===== src/rtl/posit_pkg.sv =====
// Shared widths, constants and the regime-count result payload for the posit32 regime arbiter.
package posit_pkg;

  localparam int unsigned POSIT_W = 32;
  localparam int unsigned LEN_W   = 5;
  localparam int unsigned K_W     = 6;

  localparam logic [POSIT_W-1:0] NAR_32 = 32'h8000_0000;

  typedef struct packed {
    logic [LEN_W-1:0] len;
    logic [K_W-1:0]   k;
    logic             sign;
    logic             zero;
    logic             nar;
  } regime_result_t;

endpackage


===== src/rtl/posit32_regime_count.sv =====
// Combinational posit32 regime decoder: sign-normalise, count the leading regime run, derive k.
module posit32_regime_count
  import posit_pkg::*;
(
  input  logic [POSIT_W-1:0] posit_i,
  output regime_result_t     result_o
);

  logic [POSIT_W-1:0] mag;
  logic               lead;
  logic               stop;
  logic [LEN_W-1:0]   run;
  logic               is_zero;
  logic               is_nar;

  always_comb begin
    mag     = posit_i[POSIT_W-1] ? (~posit_i + POSIT_W'(1)) : posit_i;
    lead    = mag[POSIT_W-2];
    is_zero = (posit_i == '0);
    is_nar  = (posit_i == NAR_32);
    run     = LEN_W'(1);
    stop    = 1'b0;
    // Run starts at bit 30 and ends at the first differing bit; all 31 bits equal saturates at 31.
    for (int i = POSIT_W - 3; i >= 0; i--) begin
      if (!stop) begin
        if (mag[i] == lead) begin
          run = run + LEN_W'(1);
        end else begin
          stop = 1'b1;
        end
      end
    end

    result_o      = '0;
    result_o.sign = posit_i[POSIT_W-1];
    result_o.zero = is_zero;
    result_o.nar  = is_nar;
    if (!(is_zero || is_nar)) begin
      result_o.len = run;
      result_o.k   = lead ? (K_W'(run) - K_W'(1)) : (K_W'(0) - K_W'(run));
    end
  end

endmodule


===== src/rtl/posit32_regime_arbiter.sv =====
// Round-robin arbiter feeding a shared two-stage posit32 regime-count pipeline with valid/ready backpressure.
module posit32_regime_arbiter
  import posit_pkg::*;
#(
  parameter int unsigned N_REQ = 4,
  parameter int unsigned ID_W  = $clog2(N_REQ)
) (
  input  logic                       clk,
  input  logic                       rst_n,
  input  logic [N_REQ-1:0]           req_valid,
  output logic [N_REQ-1:0]           req_ready,
  input  logic [N_REQ*POSIT_W-1:0]   req_posit,
  output logic                       rsp_valid,
  input  logic                       rsp_ready,
  output logic [ID_W-1:0]            rsp_id,
  output logic [LEN_W-1:0]           rsp_len,
  output logic [K_W-1:0]             rsp_k,
  output logic                       rsp_sign,
  output logic                       rsp_zero,
  output logic                       rsp_nar,
  output logic                       busy
);

  logic [ID_W-1:0]    rr_ptr_q, rr_ptr_d;
  logic               s1_valid_q, s1_valid_d;
  logic [POSIT_W-1:0] s1_posit_q, s1_posit_d;
  logic [ID_W-1:0]    s1_id_q, s1_id_d;
  logic               s2_valid_q, s2_valid_d;
  logic [ID_W-1:0]    s2_id_q, s2_id_d;
  regime_result_t     s2_res_q, s2_res_d;

  regime_result_t     s1_res;
  logic               s1_en_c, s2_en_c;
  logic [N_REQ-1:0]   grant_c;
  logic [ID_W-1:0]    grant_id_c;
  logic               found_c;
  logic               xfer_c;
  logic [POSIT_W-1:0] sel_posit_c;
  int unsigned        idx;

  assign s2_en_c = !s2_valid_q || rsp_ready;
  assign s1_en_c = !s1_valid_q || s2_en_c;

  // Round-robin scan from rr_ptr; grants are withheld while in reset so req_ready reads 0.
  always_comb begin
    grant_c    = '0;
    grant_id_c = '0;
    found_c    = 1'b0;
    idx        = 0;
    for (int unsigned off = 0; off < N_REQ; off++) begin
      idx = 32'(rr_ptr_q) + off;
      if (idx >= N_REQ) begin
        idx = idx - N_REQ;
      end
      if (!found_c && req_valid[idx]) begin
        found_c    = 1'b1;
        grant_id_c = ID_W'(idx);
      end
    end
    if (found_c && s1_en_c && rst_n) begin
      grant_c[grant_id_c] = 1'b1;
    end
  end

  assign req_ready   = grant_c;
  assign xfer_c      = |grant_c;
  assign sel_posit_c = req_posit[32'(grant_id_c)*POSIT_W +: POSIT_W];

  posit32_regime_count u_count (
    .posit_i  (s1_posit_q),
    .result_o (s1_res)
  );

  always_comb begin
    rr_ptr_d   = rr_ptr_q;
    s1_valid_d = xfer_c || (s1_valid_q && !s2_en_c);
    s1_posit_d = s1_posit_q;
    s1_id_d    = s1_id_q;
    s2_valid_d = s2_valid_q;
    s2_id_d    = s2_id_q;
    s2_res_d   = s2_res_q;

    if (xfer_c) begin
      rr_ptr_d   = (32'(grant_id_c) == N_REQ - 1) ? '0 : grant_id_c + ID_W'(1);
      s1_posit_d = sel_posit_c;
      s1_id_d    = grant_id_c;
    end

    if (s2_en_c) begin
      s2_valid_d = s1_valid_q;
      s2_id_d    = s1_id_q;
      s2_res_d   = s1_res;
    end
  end

  always_ff @(posedge clk or negedge rst_n) begin
    if (!rst_n) begin
      rr_ptr_q   <= '0;
      s1_valid_q <= 1'b0;
      s1_posit_q <= '0;
      s1_id_q    <= '0;
      s2_valid_q <= 1'b0;
      s2_id_q    <= '0;
      s2_res_q   <= '0;
    end else begin
      rr_ptr_q   <= rr_ptr_d;
      s1_valid_q <= s1_valid_d;
      s1_posit_q <= s1_posit_d;
      s1_id_q    <= s1_id_d;
      s2_valid_q <= s2_valid_d;
      s2_id_q    <= s2_id_d;
      s2_res_q   <= s2_res_d;
    end
  end

  assign rsp_valid = s2_valid_q;
  assign rsp_id    = s2_id_q;
  assign rsp_len   = s2_res_q.len;
  assign rsp_k     = s2_res_q.k;
  assign rsp_sign  = s2_res_q.sign;
  assign rsp_zero  = s2_res_q.zero;
  assign rsp_nar   = s2_res_q.nar;
  assign busy      = s1_valid_q || s2_valid_q;

endmodule

===== config.mk =====
export PLATFORM = sky130hd
export DESIGN_NAME = posit32_regime_arbiter
export DESIGN_NICKNAME = d
export VERILOG_FILES = /design/src/rtl/posit_pkg.sv /design/src/rtl/posit32_regime_count.sv /design/src/rtl/posit32_regime_arbiter.sv
export SDC_FILE = /design/constraint.sdc
export NUM_CORES = 1
export LEC_CHECK = 0
export ABC_AREA = 1
export BUFFER_PORTS_ARGS = -buffer_cell sky130_fd_sc_hd__buf_4
export CAP_MARGIN = 20
export CORE_UTILIZATION = 55
export CTS_CLUSTER_DIAMETER = 60
export DETAILED_ROUTE_END_ITERATION = 10
export GPL_TIMING_DRIVEN = 0
export PLACE_DENSITY = 0.9
export SLEW_MARGIN = 10
export SYNTH_ARGS = -nofsm -noshare
export SYNTH_HDL_FRONTEND = slang
export SYNTH_HIERARCHICAL = 1
export SYNTH_SLANG_ARGS = --single-unit

===== constraint.sdc =====
create_clock -name clk -period 30.5 [get_ports clk]
set_input_delay 6.1 -clock clk [delete_from_list [all_inputs] [get_ports clk]]
set_output_delay 6.1 -clock clk [all_outputs]
set_load 0.05 [all_outputs]

# After elaboration in Yosys (flattened, before gate mapping)
# Cells that the tools add are included.
# totals
reg_bits,54
inputBits,135
out_inout_bits,22
word_cells,258
# op_classes
n_addsub,40
n_lt_le_gt_ge,10
n_eq_ne,32
shifts,1
mux,143
n_bitwise,1
n_reduce_logical,20
# ops
cell,count
5-bit two-way mux,58
5-bit by 1-bit adder with 5-bit output (second input constant),28
32-bit by 3-bit less-than comparator with 1-bit output (second input constant),4
32-bit two-way mux,4
128-bit by 8-bit indexed part select with 32-bit output,1
1-bit two-way mux,66
32-bit == test (second input constant),1
32-bit logical NOT,1
31-bit by 1-bit adder with 31-bit output (second input constant),1
31-bit two-way mux,1
31-bit inverter,1
1-bit == test,30
2-bit two-way mux,6
3-bit by 3-bit subtractor with 4-bit output (second input constant),3
11-bit two-way mux,1
3-bit >= comparator (second input constant),3
1-bit binary-select mux with 2-bit select,4
1-bit logical AND,7
2-bit by 1-bit adder with 3-bit output (second input constant),2
2-bit by 2-bit adder with 3-bit output (second input constant),2
1-bit logical NOT,6
6-bit two-way mux,1
1-bit by 5-bit subtractor with 6-bit output (first input constant),1
5-bit by 1-bit subtractor with 6-bit output (second input constant),1
other kinds (10),14

# Depth between registers and ports, before layout
# Gate-level depths: netlist of the first run.
# logic_depth
depth_word,95
ltp_mapped,112

# By module
# Netlist of the first run, hierarchy kept.
# by_module_without_submodules
module,instances,cells_per_inst,area_each_um2,seq_area_each_um2
posit32_regime_count,1,865,4662.0,0.0
posit32_regime_arbiter,1,662,4199.0,1351.3

# Worst setup path before layout of the first run
# OpenSTA, ideal clock, no wires.
# synth_path
path_type,input port to output port
start,input req_valid[1]
end,output req_ready[0]
arrival_ns,8.104
t_required_ns,24.400
setup_slack_ns,16.296
path_stages,11
path_buffers,2
path_cell_list,inv_1 nand2_1 nand3_1 nand2_1 nor2_4 nand3_2 nand3_2 buf_6 buf_6 inv_1 nor3_1
# synth_via
elab_chain_len,17
word_cells_on_any_way,30
# synth_rtl
item,line_no,text
from (decl),posit32_regime_arbiter.sv:10,"input logic [N_REQ-1:0] req_valid,"
1-bit binary-select mux with 2-bit select,posit32_regime_arbiter.sv:55,if (!found_c && req_valid[idx]) begin
1-bit two-way mux (implied by the code),posit32_regime_arbiter.sv:55,
1-bit two-way mux,posit32_regime_arbiter.sv:55,
1-bit logical NOT,posit32_regime_arbiter.sv:55,
1-bit logical AND,posit32_regime_arbiter.sv:55,
1-bit two-way mux,posit32_regime_arbiter.sv:55,
1-bit logical NOT,posit32_regime_arbiter.sv:55,
1-bit logical AND,posit32_regime_arbiter.sv:55,
1-bit two-way mux,posit32_regime_arbiter.sv:55,
1-bit logical NOT,posit32_regime_arbiter.sv:55,
1-bit logical AND,posit32_regime_arbiter.sv:55,
2-bit two-way mux,posit32_regime_arbiter.sv:55,
2-bit by 3-bit less-than comparator with 1-bit output (implied by the code) or 2-bit by 1-bit >= comparator with 1-bit output (tied branches),posit32_regime_arbiter.sv:61,grant_c[grant_id_c] = 1'b1;
1-bit logical AND (implied by the code),posit32_regime_arbiter.sv:61,
1-bit two-way mux (implied by the code),posit32_regime_arbiter.sv:61,
1-bit demux with 2-bit select,posit32_regime_arbiter.sv:61,
4-bit two-way mux *,posit32_regime_arbiter.sv:60,if (found_c && s1_en_c && rst_n) begin
to (decl),posit32_regime_arbiter.sv:11,"output logic [N_REQ-1:0] req_ready,"
# Mark *: on every way between the ends. The rest lies on a longest branch, timed or not. The select of a mux whose other input is x is not followed.

==> impl_metrics.env, run 1 <==
export IMPL_status="complete, no violations"
export IMPL_synthMuxAreaShare=0.00127
export IMPL_grt_pass1_wl_um=40200
export IMPL_synth_edff_count=0
export IMPL_min_path_type="flip-flop to flip-flop"
export IMPL_synthMostInstantiatedCell="nand2_1"
export IMPL_end_kind="flip-flop"
export IMPL_netlist_instances=1527
export IMPL_startpoint="s1_posit_q[1]"
export IMPL_tightestPinTransition_ns=0.684
export IMPL_setup_viol=0
export IMPL_synthTopCellsByArea="nand2_1 (25%), dfrtp_1 (15%), nand4_1 (8.1%)"
export IMPL_clk_pin_slew_ns=0.07
export IMPL_ys_types=55
export IMPL_vias_per_cell=5.24
export IMPL_synth_compound_area_frac=0.0467
export IMPL_crit_type="flip-flop to flip-flop"
export IMPL_post_cts_setup_buffers=0
export IMPL_drc_errors=0
export IMPL_port_buffers=156
export IMPL_layout_min_cycle_time_ns=14.80
export IMPL_synth_top_area_frac=0.247
export IMPL_yosysWarningCount=6
export IMPL_synth_seq_cells=54
export IMPL_gp_congestion=0.931
export IMPL_antenna_diode_count=0
export IMPL_synth_top_family_by_area="simple AND/OR/NAND/NOR gates"
export IMPL_required_ns=30.73
export IMPL_num_vias=10004
export IMPL_grt_ovfl_total=0
export IMPL_fin_crit_sh=0.485
export IMPL_max_freq_mhz=67.6
export IMPL_antenna_found_initial=0
export IMPL_drv_cap=0
export IMPL_clock_sinks=54
export IMPL_synthAdderAreaFrac=0.0409
export IMPL_arrival_ns=15.03
export IMPL_fin_cells=1908
export IMPL_dieArea_sq_um=16600
export IMPL_htreeDepth=2
export IMPL_die_w_um=129
export IMPL_synth_main_ff_cell="dfrtp_1"
export IMPL_drive_gt1_frac=0.205
export IMPL_drt_iter0_markers=641
export IMPL_worst_r2r_cell_count=104
export IMPL_pin_count=157
export IMPL_wirelength_um=23800
export IMPL_reg2reg_from="s1_posit_q[1]"
export IMPL_final_antenna_net_count=0
export IMPL_synth_xor_area_frac=0.0603
export IMPL_hold_viol_final=0
export IMPL_dpl_hpwl_um=19600
export IMPL_dieHeight_um=129
export IMPL_cts_resized=0
export IMPL_rr_endpoint="rsp_k[4]"
export IMPL_netlist_top_cells_count="nand2_1 (584), inv_1 (190), nand4_1 (115)"
export IMPL_critPathMaxFanout=10
export IMPL_relSlewSlack=0.544
export IMPL_utilization=0.662
export IMPL_grt_pass1_vias=9144
export IMPL_cp_start_kind="flip-flop"
export IMPL_dr_pass1_iters=7
export IMPL_core_sq_um=15800
export IMPL_skew_ns=0.00998
export IMPL_rows=46
export IMPL_wl_per_cell_um=12.5
export IMPL_critPathMaxStageDelay_ns=0.40
export IMPL_cts_tree="done"
export IMPL_cts_root_buf="clkbuf_16"
export IMPL_final_max_slew_violation_count=0
export IMPL_syn_to_final_growth_pct=18.2
export IMPL_final_setup_tns_ns=0
export IMPL_setup_worst_path_end="rsp_k[4]"
export IMPL_yosys_area_share_simple=0.550
export IMPL_place_inst=1899
export IMPL_ff2ff_setup_slack_ns=15.70
export IMPL_ctsHoldBuffers=0
export IMPL_grt_max_degree=56
export IMPL_start_util=0.560
export IMPL_ys_seq_area_frac=0.152
export IMPL_cts_buffer_depth=2
export IMPL_rsz0062_at_grt="false"
export IMPL_ys_async_sr_fraction=1.00
export IMPL_synthesis_area_sq_um=8860
export IMPL_clk_latency_ns=0.30
export IMPL_synth_top_area_cell="nand2_1"
export IMPL_avgSynthCellArea_sq_um=5.80
export IMPL_layout_nets=1855
export IMPL_cp_common_cell="nand2_1"
export IMPL_grt_total_usage=0.290
export IMPL_synthesis_nets=1691
export IMPL_cp_slowest_cell="dfrtp_1"
export IMPL_numCtsBuffers=5
placed cells by master (no fill, tap or decap), types with 9 or more instances in the layout:
cell / instances
nand3_1: 111
buf_4: 168
xor2_1: 33
dfrtp_1: 54
nand3b_1: 9
o21ai_0: 33
inv_2: 20
nand4_1: 115
nand2_2: 31
buf_6: 18
nor2_1: 112
buf_2: 26
ha_1: 29
inv_1: 190
nand2_4: 9
nor2_2: 9
nand2_1: 584
xnor2_1: 18
nor2_4: 12
nand3_2: 18
a21oi_1: 13
sequential cells by signal, indices dropped and copies added (netlist names), 2 cells and up:
| register | cells |
|---|---|
| s1_posit_q | 32 |
| rsp_k | 6 |
| rsp_len | 5 |
| rr_ptr_q | 2 |
| rsp_id | 2 |
| s1_id_q | 2 |
how the worst min path moves through the flow:
stage | depth (start not counted) | to | start | slack, ns
4_1_cts | 2 | rsp_len[0] | rsp_len[0] | 0.49
2_1_floorplan | 2 | rsp_id[0] | s1_id_q[0] | 0.44
3_5_place_dp | 2 | rsp_len[3] | rsp_len[3] | 0.47
5_1_grt | 2 | rsp_valid | s1_valid_q | 0.50
6_report | 2 | rsp_len[0] | rsp_len[0] | 0.49
3_3_place_gp | 2 | rsp_id[0] | s1_id_q[0] | 0.46
final cells by class:
cell class | count | area (sq um)
fill | 1438 | 5350
multi-input combinational | 1192 | 6200
clock buffer | 6 | 129
inverter | 218 | 837
timing repair buffer | 157 | 1180
tap | 216 | 270
clock inverter | 2 | 37.5
sequential | 54 | 1350
buffer | 63 | 475
stage by stage:
step                cell area [sq um]  worst slack [ns]  hold slack (ns)
finish                          10500             15.70            0.487
CTS                             10500             15.90            0.490
floorplan                        8860             16.30            0.442
global placement                10300             16.18            0.464
detailed placement              10300             15.98            0.471
global route                    10500             14.01            0.504
critical path, delay by kind of cell (launching register included):
family / cells / cell delay, ns
flip-flops: 1 / 0.40
AO/OA/AOI/OAI: 21 / 3.38
buffers and inverters: 12 / 1.14
adder cells (fa/ha/maj): 17 / 4.76
AND/OR/NAND/NOR: 54 / 5.06
routing by layer:
metal | part of all wire | track usage | up-vias
met5 | 0 | 0 | -
met4 | 0.027 | 0.105 | 0
met3 | 0.041 | 0.0241 | 52
met2 | 0.50 | 0.539 | 324
met1 | 0.43 | 0.348 | 4444
li1 | - | - | 5184
cell families after synthesis:
kind of cell | count (synthesis)
and+or+nand+nor | 1035
adders and majority gates | 29
xor gates and xnor gates | 55
buffers and inverters | 281
AOI/OAI and AO/OA | 72
DFF | 54
muxes | 1
Power of run 1 is not shown: default switching activity piles up to over one toggle a cycle in this logic, so the estimate is an artifact.
==> run 2, diff against run 1 <==
--- a/config.mk
+++ b/config.mk
@@ -8,7 +8,7 @@
 export ABC_AREA = 1
 export BUFFER_PORTS_ARGS = -buffer_cell sky130_fd_sc_hd__buf_4
 export CAP_MARGIN = 20
-export CORE_UTILIZATION = 55
+export CORE_UTILIZATION = 53
 export CTS_CLUSTER_DIAMETER = 60
 export DETAILED_ROUTE_END_ITERATION = 10
 export GPL_TIMING_DRIVEN = 0
==> constraint.sdc (replaced) <==
create_clock -name clk -period 11.85 [get_ports clk]
set_input_delay 2.37 -clock clk [delete_from_list [all_inputs] [get_ports clk]]
set_output_delay 2.37 -clock clk [all_outputs]
set_load 0.05 [all_outputs]
==> impl_metrics.env, run 2 (synthesized netlist as in run 1, its figures left out) <==
export IMPL_cp_slowest_cell="dfrtp_2"
export IMPL_tightestPinTransition_ns=1.07
export IMPL_finalWorstSetupSlack_ns=-1.38
export IMPL_dr_pass1_iters=8
export IMPL_crit_type="flip-flop to flip-flop"
export IMPL_start_util=0.550
export IMPL_max_freq_mhz=75.6
export IMPL_drc_errors=0
export IMPL_holdWs_ns=0.487
export IMPL_htreeDepth=2
export IMPL_drive_gt1_frac=0.321
export IMPL_largest_reg_flops=32
export IMPL_place_inst=1899
export IMPL_largest_register="s1_posit_q"
export IMPL_final_antenna_net_count=0
export IMPL_fin_cells=1975
export IMPL_numCtsBuffers=5
export IMPL_gp_congestion=0.949
export IMPL_hold_path_startpoint="rsp_id[1]"
export IMPL_antenna_diode_count=0
export IMPL_grt_pass1_wl_um=41400
export IMPL_clk_pin_slew_ns=0.07
export IMPL_cp_common_cell="nand2_1"
export IMPL_grt_ovfl_total=0
export IMPL_final_max_slew_violation_count=0
export IMPL_core_sq_um=16100
export IMPL_critPathMaxStageDelay_ns=0.45
export IMPL_worst_r2r_cell_count=102
export IMPL_cts_root_buf="clkbuf_16"
export IMPL_layout_nets=1922
export IMPL_port_buffers=156
export IMPL_syn_to_final_growth_pct=32.0
export IMPL_status="finished, violations left"
export IMPL_layout_min_cycle_time_ns=13.23
export IMPL_setup_viol=9
export IMPL_hold_viol_final=0
export IMPL_cts_buffer_depth=2
export IMPL_cp_start_kind="flip-flop"
export IMPL_drt_iter0_markers=1088
export IMPL_postPlaceCellArea_sq_um=10400
export IMPL_rr_endpoint="rsp_k[3]"
export IMPL_violations="setup timing"
export IMPL_wl_per_cell_um=14.9
export IMPL_clock_sinks=54
export IMPL_wirelength_um=29500
export IMPL_clk_latency_ns=0.30
export IMPL_pin_count=157
export IMPL_dieHeight_um=131
export IMPL_rows=46
export IMPL_dieArea_sq_um=17200
export IMPL_arrival_ns=13.47
export IMPL_grt_total_usage=0.278
export IMPL_skew_ns=0.00259
export IMPL_reg2reg_from="s1_posit_q[6]"
export IMPL_critPathMaxFanout=5
export IMPL_required_ns=12.09
export IMPL_antenna_found_initial=0
export IMPL_die_w_um=131
export IMPL_ff2ff_setup_slack_ns=-1.38
export IMPL_final_common_cell="nand2_1"
export IMPL_cts_tree="done"
export IMPL_relSlewSlack=0.282
export IMPL_hold_end="rsp_id[1]"
export IMPL_fin_crit_sh=1.12
export IMPL_final_cell_mix="nand2_1 (542), buf_4 (231), inv_1 (181)"
export IMPL_grt_max_degree=56
export IMPL_end_kind="flip-flop"
export IMPL_rsz0062_at_grt="true"
export IMPL_dpl_hpwl_um=19700
export IMPL_min_path_type="flip-flop to flip-flop"
export IMPL_design_area_sq_um=11700
export IMPL_vias_per_cell=5.67
export IMPL_hold_depth=2
export IMPL_drv_cap=0
export IMPL_ctsHoldBuffers=0
export IMPL_grt_pass1_vias=9573
export IMPL_num_vias=11208
run 2: changes by cell type in the layout (fill, tap and decap cells not counted), sizes merged:
cell,previous run,this run
buf,214,281
clkinv,3,6
clkbuf,12,11
clkinvlp,1,0
inv,215,214
run 2: timing repair:
action | CTS | global route
endpoints found under the setup margin | 9 | 9
setup buffers | 6 | 62
endpoints found under the hold margin | 0 | 0
gates resized for setup | 10 | 158
pin swaps | 10 | 81
cloned | 0 | 0
run 2: metal layers:
metal	routed length (um)	track usage	up-vias
li1	-	-	5307
met1	11100	0.335	5055
met2	14600	0.512	680
met3	2150	0.0216	166
met4	1640	0.107	0
met5	0	0	-
run 2: area by class of cell:
class | count | area [sq um]
fillers | 1180 | 4420
flip-flops and latches | 54 | 1380
plain buffers | 63 | 493
well taps | 216 | 270
inverters | 218 | 842
clock inverters | 3 | 40.0
repair buffers | 224 | 1710
clock buffers | 5 | 125
multi-input cells | 1192 | 6840
run 2: worst max path at each step:
stage,start,to,slack (ns),depth (start not counted)
floorplan,s1_posit_q[0],rsp_k[2],-0.07,102
global placement,s1_posit_q[20],rsp_k[2],-1.15,101
detailed placement,s1_posit_q[0],rsp_k[2],-1.54,102
CTS,s1_posit_q[0],rsp_k[2],-1.24,101
global route,s1_posit_q[6],rsp_k[5],-1.97,108
finish,s1_posit_q[6],rsp_k[3],-1.38,102
run 2: critical path, delay by kind of cell (launching register included):
family	cells	cell delay [ns]
AO/OA/AOI/OAI	18	1.97
adder cells (fa/ha/maj)	15	3.91
buffers and inverters	12	1.05
flip-flops	1	0.45
AND/OR/NAND/NOR	57	5.76
run 2: stage by stage:
step           setup slack (ns)  TNS [ns]   util
2_1_floorplan           -0.0704   -0.0964      -
3_3_place_gp              -1.15     -7.61  0.647
3_5_place_dp              -1.54    -11.24  0.647
4_1_cts                   -1.24     -8.92  0.662
5_1_grt                   -1.97    -15.46  0.726
6_report                  -1.38    -10.01  0.726
Power of run 2 is left out for the same reason.
